===== config.mk =====
export PLATFORM = sky130hd
export DESIGN_NAME = pipe_hazard_ctrl
export DESIGN_NICKNAME = d
export VERILOG_FILES = /design/src/rtl/pipe_pkg.sv /design/src/rtl/pipe_hazard_ctrl_fwd_select.sv /design/src/rtl/pipe_hazard_ctrl.sv
export SDC_FILE = /design/constraint.sdc
export NUM_CORES = 1
export LEC_CHECK = 0
export CELL_PAD_IN_SITES_DETAIL_PLACEMENT = 1
export CELL_PAD_IN_SITES_GLOBAL_PLACEMENT = 1
export CORE_MARGIN = 2
export CORE_UTILIZATION = 40
export CTS_BUF_LIST = sky130_fd_sc_hd__clkbuf_16
export CTS_CLUSTER_SIZE = 25
export DETAILED_ROUTE_END_ITERATION = 16
export PLACE_DENSITY_LB_ADDON = 0.1
export SETUP_SLACK_MARGIN = 0.3
export SKIP_LAST_GASP = 1
export SLEW_MARGIN = 20
export SYNTH_ARGS = -nofsm -noshare
export SYNTH_HDL_FRONTEND = slang
export SYNTH_SLANG_ARGS = --single-unit

===== constraint.sdc =====
create_clock -name clk -period 4.6 [get_ports clk]
set_input_delay 1.38 -clock clk [delete_from_list [all_inputs] [get_ports clk]]
set_output_delay 1.38 -clock clk [all_outputs]
set_load 0.05 [all_outputs]

===== src/rtl/pipe_pkg.sv =====
// Shared types and defaults for the pipeline hazard controller and its
// forwarding selectors (PIPE_FWD_EN selects forwarding vs. interlock-only).
package pipe_pkg;

    localparam int DEF_REG_WIDTH  = 3;
    localparam int DEF_NUM_STAGES = 3;
    localparam int DEF_LOAD_STAGE = 2;
    localparam int DEF_CNT_WIDTH  = 16;

    // Entries hold register indices up to this width and stage numbers up to 15.
    localparam int RD_MAX_W = 8;
    localparam int STG_W    = 4;

    typedef logic [STG_W-1:0] fwd_sel_t;

    typedef struct packed {
        logic                valid;
        logic [RD_MAX_W-1:0] rd;
        logic                regwrite;
        fwd_sel_t            ready_stage;
    } stage_entry_t;

    localparam fwd_sel_t STAGE_EX = 4'd1;

    localparam stage_entry_t BUBBLE_ENTRY = '{
        valid:       1'b0,
        rd:          {RD_MAX_W{1'b0}},
        regwrite:    1'b0,
        ready_stage: STAGE_EX
    };

endpackage


===== src/rtl/pipe_hazard_ctrl_fwd_select.sv =====
// Youngest-match priority encoder for one ID source operand.
// With PIPE_FWD_EN the result feeds forwarding; without it any match interlocks.
module fwd_select
    import pipe_pkg::*;
#(
    parameter int REG_WIDTH  = DEF_REG_WIDTH,
    parameter int NUM_STAGES = DEF_NUM_STAGES,
    parameter int FW         = 2
) (
    input  stage_entry_t         entries [1:NUM_STAGES],
    input  logic [REG_WIDTH-1:0] src,
    input  logic                 use_src,
    output logic                 stall_req,
    output logic [FW-1:0]        fwd
);

    logic [NUM_STAGES:1] match_s;
    logic                hit_s;
    fwd_sel_t            hit_stage_s;
    logic                not_ready_s;

    // Per-stage match of a live register writer against the source index
    always_comb begin
        match_s = {NUM_STAGES{1'b0}};
        for (int k = 1; k <= NUM_STAGES; k++) begin
            match_s[k] = use_src & entries[k].valid & entries[k].regwrite &
                         (entries[k].rd == RD_MAX_W'(src));
        end
    end

    // Scan oldest to youngest so the lowest matching stage is the one kept
    always_comb begin
        hit_s       = 1'b0;
        hit_stage_s = {STG_W{1'b0}};
        not_ready_s = 1'b0;
        for (int k = NUM_STAGES; k >= 1; k--) begin
            hit_s       = hit_s | match_s[k];
            hit_stage_s = match_s[k] ? fwd_sel_t'(k) : hit_stage_s;
            not_ready_s = match_s[k] ? (entries[k].ready_stage > fwd_sel_t'(k)) : not_ready_s;
        end
    end

`ifdef PIPE_FWD_EN
    assign stall_req = hit_s & not_ready_s;
    assign fwd       = (hit_s & ~not_ready_s) ? FW'(hit_stage_s) : {FW{1'b0}};
`else
    logic unused_s;
    assign unused_s  = ^{hit_stage_s, not_ready_s};
    assign stall_req = hit_s;
    assign fwd       = {FW{1'b0}};
`endif

endmodule


===== src/rtl/pipe_hazard_ctrl.sv =====
// Data-hazard controller: tracks in-flight destinations, stalls the front end
// and selects operand forwarding. Forwarding is built only with PIPE_FWD_EN.
module pipe_hazard_ctrl
    import pipe_pkg::*;
#(
    parameter int REG_WIDTH  = DEF_REG_WIDTH,
    parameter int NUM_STAGES = DEF_NUM_STAGES,
    parameter int LOAD_STAGE = DEF_LOAD_STAGE,
    parameter int CNT_WIDTH  = DEF_CNT_WIDTH
) (
    input  logic                              clk,
    input  logic                              rst,
    input  logic                              id_valid,
    input  logic [REG_WIDTH-1:0]              id_rs1,
    input  logic [REG_WIDTH-1:0]              id_rs2,
    input  logic                              id_use_rs1,
    input  logic                              id_use_rs2,
    input  logic [REG_WIDTH-1:0]              id_rd,
    input  logic                              id_regwrite,
    input  logic                              id_memread,
    input  logic                              flush,
    output logic                              stall,
    output logic                              pc_write,
    output logic                              ifid_write,
    output logic [$clog2(NUM_STAGES+1)-1:0]   fwd_a,
    output logic [$clog2(NUM_STAGES+1)-1:0]   fwd_b,
    output logic [CNT_WIDTH-1:0]              stall_cnt
);

    localparam int FW = $clog2(NUM_STAGES + 1);
    localparam logic [CNT_WIDTH-1:0] CNT_MAX = {CNT_WIDTH{1'b1}};
    localparam logic [CNT_WIDTH-1:0] CNT_ONE = {{(CNT_WIDTH-1){1'b0}}, 1'b1};

    stage_entry_t entries_r [1:NUM_STAGES];
    stage_entry_t id_entry_s;
    logic         stall_a_s;
    logic         stall_b_s;
    logic         stall_s;

    fwd_select #(
        .REG_WIDTH  (REG_WIDTH),
        .NUM_STAGES (NUM_STAGES),
        .FW         (FW)
    ) u_sel_a (
        .entries   (entries_r),
        .src       (id_rs1),
        .use_src   (id_use_rs1),
        .stall_req (stall_a_s),
        .fwd       (fwd_a)
    );

    fwd_select #(
        .REG_WIDTH  (REG_WIDTH),
        .NUM_STAGES (NUM_STAGES),
        .FW         (FW)
    ) u_sel_b (
        .entries   (entries_r),
        .src       (id_rs2),
        .use_src   (id_use_rs2),
        .stall_req (stall_b_s),
        .fwd       (fwd_b)
    );

    // A redirect discards the ID instruction, so it never waits on a hazard
    always_comb begin
        stall_s = 1'b0;
        if (flush) begin
            stall_s = 1'b0;
        end else begin
            stall_s = id_valid & (stall_a_s | stall_b_s);
        end
    end

    assign stall      = stall_s;
    assign pc_write   = ~stall_s | flush;
    assign ifid_write = ~stall_s | flush;

    // Next stage-1 entry: the ID instruction if it issues, otherwise a bubble
    always_comb begin
        id_entry_s = BUBBLE_ENTRY;
        if (id_valid && !stall_s && !flush) begin
            id_entry_s.valid       = 1'b1;
            id_entry_s.rd          = RD_MAX_W'(id_rd);
            id_entry_s.regwrite    = id_regwrite;
            id_entry_s.ready_stage = id_memread ? fwd_sel_t'(LOAD_STAGE) : STAGE_EX;
        end else begin
            id_entry_s = BUBBLE_ENTRY;
        end
    end

    // Shift in-flight destinations down the pipe; the last stage retires
    always_ff @(posedge clk or negedge rst) begin
        if (!rst) begin
            for (int k = 1; k <= NUM_STAGES; k++) begin
                entries_r[k] <= BUBBLE_ENTRY;
            end
        end else begin
            entries_r[1] <= id_entry_s;
            for (int k = 2; k <= NUM_STAGES; k++) begin
                entries_r[k] <= entries_r[k-1];
            end
        end
    end

    // Saturating count of stalled cycles
    always_ff @(posedge clk or negedge rst) begin
        if (!rst) begin
            stall_cnt <= {CNT_WIDTH{1'b0}};
        end else if (stall_s && (stall_cnt != CNT_MAX)) begin
            stall_cnt <= stall_cnt + CNT_ONE;
        end else begin
            stall_cnt <= stall_cnt;
        end
    end

endmodule


==> results of run 1 <==
metrics by stage:
step | cells | cell area [um^2] | setup WS [ns] | utilization [%]
floorplan | 142 | 1590 | 0.306 | -
global placement | 225 | 2030 | 0.0323 | 54.3
detailed placement | 225 | 2030 | -0.0400 | 54.3
CTS | 233 | 2210 | 0.303 | 59.0
global route | 233 | 2190 | 0.311 | 58.4
finish | 233 | 2190 | 0.357 | 58.4
registers in the layout, indices dropped and copies added, names as in the netlist:
signal     flops
stall_cnt     16
entries_r     15
synth_stat cells, types with 2 or more instances:
cell and number:
dfrtp_1 31, xor2_1 24, nand3_1 10, nor3_1 9, nand2_1 8, xnor2_1 7
and3_1 6, and2_1 5, buf_4 5, nand4_1 5, nor4_1 4, mux2_4 2
nand2b_1 2, nor3_2 2
worst paths after layout:
path                               start       endpoint  slack, ns
setup / recovery              id_use_rs2     ifid_write       0.36
hold / removal             entries_r[27]  entries_r[13]       0.41
setup reg to reg            stall_cnt[6]   stall_cnt[1]       2.11
hold reg to reg            entries_r[27]  entries_r[13]       0.41
max in group asynchronous            rst  stall_cnt[11]       2.80
min in group asynchronous            rst  entries_r[41]       1.51
area by class of cell:
| class | count | area [um^2] |
|---|---|---|
| repair buffers | 43 | 405 |
| fillers | 407 | 1560 |
| clock inverters | 3 | 38.8 |
| multi-input cells | 102 | 778 |
| flip-flops and latches | 31 | 776 |
| clock buffers | 5 | 125 |
| inverters | 1 | 3.75 |
| well taps | 48 | 60.1 |
cell families (layout without fill, tap and decap cells):
family | after synthesis | after routing
AOI/OAI and AO/OA | 2 | 2
xor gates and xnor gates | 31 | 31
adders and majority gates | 1 | 1
buffers and inverters | 9 | 52
DFF | 31 | 31
muxes | 3 | 3
other | 1 | 4
and+or+nand+nor | 61 | 61
worst max-delay path: stages:
cell,delay (ns)
dlygate4sd2_1,0.26
nand3_1,0.09
nor4_1,0.05
or4_4,0.57
o21ai_4,0.23
buf_12,0.14
buf_12,0.12
placed cells by master (no fill, tap or decap), types with 4 or more instances in the layout:
| cell type | count |
|---|---|
| and3_1 | 6 |
| clkbuf_16 | 5 |
| nand4_1 | 5 |
| nor3_1 | 9 |
| and2_1 | 5 |
| nand3_1 | 10 |
| dfrtp_1 | 31 |
| nand2_1 | 8 |
| conb_1 | 4 |
| xor2_1 | 21 |
| clkdlybuf4s50_1 | 23 |
| buf_2 | 4 |
| buf_4 | 9 |
| nor4_1 | 4 |
| xnor2_1 | 7 |
routing by layer:
metal	vias up	wire (um)	track usage, %
li1	561	-	-
met1	599	1630	25.2
met2	35	1840	32.1
met3	11	161	5.57
met4	0	108	8.67
met5	-	0	0
where the power goes:
part	leakage (nW)	internal (W)	switching, W
Clock	0.0812	0.000252	0.000114
Sequential	0.423	0.000281	0.00000786
Combinational	0.533	0.0000264	0.0000397
repair_timing:
item                                    in CTS  in global routing
endpoints found under the setup margin       3                  3
hold buffers                                 0                  0
pin swaps                                    6                  4
gates resized for setup                     19                  8
==> flow_metrics.tcl, run 1 <==
set metrics [dict create \
    grt_max_degree 32 \
    synthFlopType "dfrtp_1" \
    hold_viol 0 \
    cts.reportedPaths.clkPinSlew_ns 0.05 \
    async_flop_share_pct 100 \
    syn-instance-count 139 \
    num_vias 1206 \
    yosys_register_bits 31 \
    track_usage_pct 20.1 \
    routed_wirelength_mm 3.74 \
    rows 22 \
    peakVddDrop_v 0.000224 \
    drive_gt1_share_pct 21.6 \
    start_util_pct 42.2 \
    cts.path.max_buffers 2 \
    core_um2 3740 \
    grt_pass1_vias 1281 \
    die_x_um 66.9 \
    whs_ns 0.407 \
    cp.required_ns 3.22 \
    nNetsFinal 202 \
    clock_latency_ns 0.27 \
    wl_per_cell_um 16.1 \
    synth_top_cell_area_share_pct 49.1 \
    vias_per_cell 5.18 \
    relSlewSlack_pct 35.9 \
    ys_top_cells_by_area "dfrtp_1 49%, xor2_1 13%, xnor2_1 3.9%" \
    drt_iter0_drc 40 \
    yosys_warnings 0 \
    gp_congestion 0.979 \
    timing.fmax_mhz 236 \
    min_path_cells 0 \
    fin_skew_ns 0.00431 \
    htree_levels 2 \
    setup_viol 0 \
    syn2layout_area_growth_pct 38.3 \
    port_buffers 34 \
    leakagePower_nw 1.04 \
    antenna_found_initial 0 \
    numCtsBuffers 5 \
    ios 40 \
    slew_violations 0 \
    setup.worst_path.class "primary input to output pin" \
    synth-edff-count 0 \
    synth_area_um2 1580 \
    synth_seq_area_share_pct 49.1 \
    synthSimpleGateAreaFrac_pct 24.7 \
    min_period_over_period_pct 92.2 \
    pwr_density_cell_nw_per_um2 329 \
    cts_tree "built" \
    die-area_um2 4470 \
    die_height_um 66.9 \
    ant_nets 0 \
    synth_top_family_by_area "simple AND/OR/NAND/NOR gates" \
    synth_xor_xnor_area_share_pct 17.2 \
    synth_area_per_cell_um2 11.4 \
    dp_hpwl_mm 2.76 \
    finalSetupTns_ns 0 \
    reg2reg_depth 6 \
    synth_compound_area_share_pct 1.58 \
    crit_path_max_fanout 3 \
    synth.distinct_cells 33 \
    finalPower_w 0.000721 \
    drtPass1Iterations 4 \
    status "finished clean" \
    grt_pass1_wl_mm 6.41 \
    rsz0062_at_grt "no" \
    cts_setup_buffers 0 \
    yosysTopAreaCell "dfrtp_1" \
    holdCritPathClass "flip-flop to flip-flop" \
    grt-ovfl-total 0 \
    clock-sinks 31 \
    tightest_slew_ns 0.957 \
    fin_crit_ns 4.24 \
    drc 0 \
    arrival_ns 2.86 \
    synthAdderAreaFrac_pct 0.791 \
    end_kind "output pin" \
    diodes 0 \
    clockRootBuffer "clkbuf_16" \
    start_kind "primary input" \
    cap_violations 0 \
    synth.mux.area_fraction_pct 2.61 \
]
No activity file was read; power rests on OpenSTA's default activity.
==> inputs of run 2 (changes only) <==
--- a/config.mk
+++ b/config.mk
@@ -7,9 +7,11 @@
 export LEC_CHECK = 0
 export CELL_PAD_IN_SITES_DETAIL_PLACEMENT = 1
 export CELL_PAD_IN_SITES_GLOBAL_PLACEMENT = 1
+export CORE_ASPECT_RATIO = 1.25
 export CORE_MARGIN = 2
 export CORE_UTILIZATION = 40
 export CTS_BUF_LIST = sky130_fd_sc_hd__clkbuf_16
+export CTS_CLUSTER_DIAMETER = 200
 export CTS_CLUSTER_SIZE = 25
 export DETAILED_ROUTE_END_ITERATION = 16
 export PLACE_DENSITY_LB_ADDON = 0.1
==> flow_metrics.tcl, run 2 (synthesis results as in run 1) <==
set metrics [dict create \
    crit_path_max_fanout 3 \
    rows 25 \
    p_switching_w 0.000165 \
    hold_viol 0 \
    port_buffers 34 \
    cts.reportedPaths.clkPinSlew_ns 0.05 \
    multi_input_area_um2 790 \
    die_height_um 74.3 \
    reg2reg_slack_ns 2.20 \
    end_kind "output pin" \
    reg2reg_depth 6 \
    diodes 0 \
    ant_nets 0 \
    wl_per_cell_um 15.6 \
    whs_ns 0.412 \
    syn2layout_area_growth_pct 39.2 \
    gp_congestion 0.781 \
    largest-register "stall_cnt" \
    timing.fmax_mhz 237 \
    setup.worst_path.class "primary input to output pin" \
    regArea_um2 776 \
    grt_pass1_vias 1286 \
    slew_violations 0 \
    drive_gt1_share_pct 21.5 \
    vias_per_cell 5.00 \
    reg_top3 "stall_cnt x16, entries_r x15" \
    cts.path.max_buffers 2 \
    nNetsFinal 203 \
    drc 0 \
    layout_common_cells "31 x dfrtp_1, 23 x clkdlybuf4s50_1, 21 x xor2_1" \
    worstHoldEndpoint "entries_r[4]" \
    finalSetupTns_ns 0 \
    grt_max_degree 32 \
    core_um2 3780 \
    peakVddDrop_v 0.000291 \
    clock-sinks 31 \
    relSlewSlack_pct 42.2 \
    grt_pass1_wl_mm 6.16 \
    rsz0062_at_grt "no" \
    setup_viol 0 \
    start_kind "primary input" \
    htree_levels 2 \
    fin_skew_ns 0.00391 \
    die-area_um2 4480 \
    pwr_density_cell_nw_per_um2 304 \
    cts_setup_buffers 0 \
    drt_iter0_drc 24 \
    start_util_pct 41.8 \
    status "finished clean" \
    track_usage_pct 19.9 \
    ios 40 \
    power_frac_clock_pct 46.5 \
    largest_reg_flops 16 \
    combPwrFrac_pct 10.3 \
    leakagePower_nw 1.03 \
    num_vias 1201 \
    clockRootBuffer "clkbuf_16" \
    die_x_um 60.2 \
    arrival_ns 2.84 \
    antenna_found_initial 0 \
    min_path_cells 0 \
    cts_tree "built" \
    seqPwrFrac_pct 43.2 \
    tightest_slew_ns 0.863 \
    cap_violations 0 \
    drtPass1Iterations 4 \
    fillers 407 \
    min_period_over_period_pct 91.8 \
    holdCritPathClass "flip-flop to flip-flop" \
    grt-ovfl-total 0 \
    swShare_pct 24.7 \
    numCtsBuffers 5 \
    layout_commonest_cell "dfrtp_1" \
    power.internal_w 0.000503 \
    min_from "entries_r[18]" \
    routed_wirelength_mm 3.75 \
    r2r-end "stall_cnt[1]" \
    rr_startpoint "stall_cnt[6]" \
    fin_crit_ns 4.22 \
    clock_latency_ns 0.28 \
    dp_hpwl_mm 2.87 \
    cp.required_ns 3.22 \
]
-- run 2: critical path: stages --
cell             delay, ns
clkdlybuf4s15_2       0.22
xor2_1                0.23
nor4_1                0.09
or4_4                 0.44
o21ai_4               0.22
buf_12                0.14
buf_12                0.12
-- run 2: layout make-up --
class / instances / share of cell area, %
clock buffers: 5 / 5.69
clock inverters: 3 / 0.512
inverters: 1 / 0.171
multi-input cells: 102 / 35.9
flip-flops and latches: 31 / 35.2
well taps: 54 / 3.07
repair buffers: 44 / 19.4
-- run 2: power by group through the flow --
stage | clock, W | combinational [W] | sequential (W)
5_1_grt | 0.000331 | 0.0000738 | 0.000290
3_3_place_gp | 0 | 0.0000677 | 0.000292
4_1_cts | 0.000316 | 0.0000690 | 0.000289
3_5_place_dp | 0 | 0.0000701 | 0.000293
2_1_floorplan | 0 | 0.0000285 | 0.000299
6_report | 0.000311 | 0.0000689 | 0.000289
-- run 2: what timing repair did --
item / 4_1_cts / 5_1_grt
endpoints found under the setup margin: 3 / 3
gates resized for setup: 20 / 8
hold buffers: 0 / 0
pin swaps: 9 / 6
-- run 2: worst max-delay path by stage --
| stage | startpoint | to | slack, ns | cells past startpoint |
|---|---|---|---|---|
| final | id_rs2[0] | pc_write | 0.38 | 7 |
| after floorplan | id_rs2[2] | stall | 0.31 | 5 |
| after global routing | id_rs2[1] | pc_write | 0.30 | 7 |
| after CTS | id_rs2[1] | pc_write | 0.30 | 7 |
| after detailed placement | id_rs2[0] | pc_write | -0.07 | 7 |
| after global placement | id_rs2[0] | ifid_write | 0.006 | 7 |
-- run 2: per-layer routing --
layer	share of wire, %	wire [um]	up-vias	track usage, %
met1	36	1340	603	19.5
met3	4.9	184	7	7.13
met4	2.4	89	0	10.6
met5	0	0	-	0
li1	-	-	561	-
met2	57	2140	30	35.6
-- run 2: stage by stage --
stage | worst slack (ns) | std cells | power, W | utilization (%) | area (um^2)
2_1_floorplan | 0.306 | 142 | 0.000328 | - | 1590
6_report | 0.378 | 240 | 0.000668 | 58.1 | 2200
3_5_place_dp | -0.0748 | 232 | 0.000363 | 54.1 | 2050
4_1_cts | 0.301 | 240 | 0.000674 | 57.8 | 2190
5_1_grt | 0.301 | 240 | 0.000694 | 58.1 | 2200
3_3_place_gp | 0.00628 | 232 | 0.000360 | 54.1 | 2050
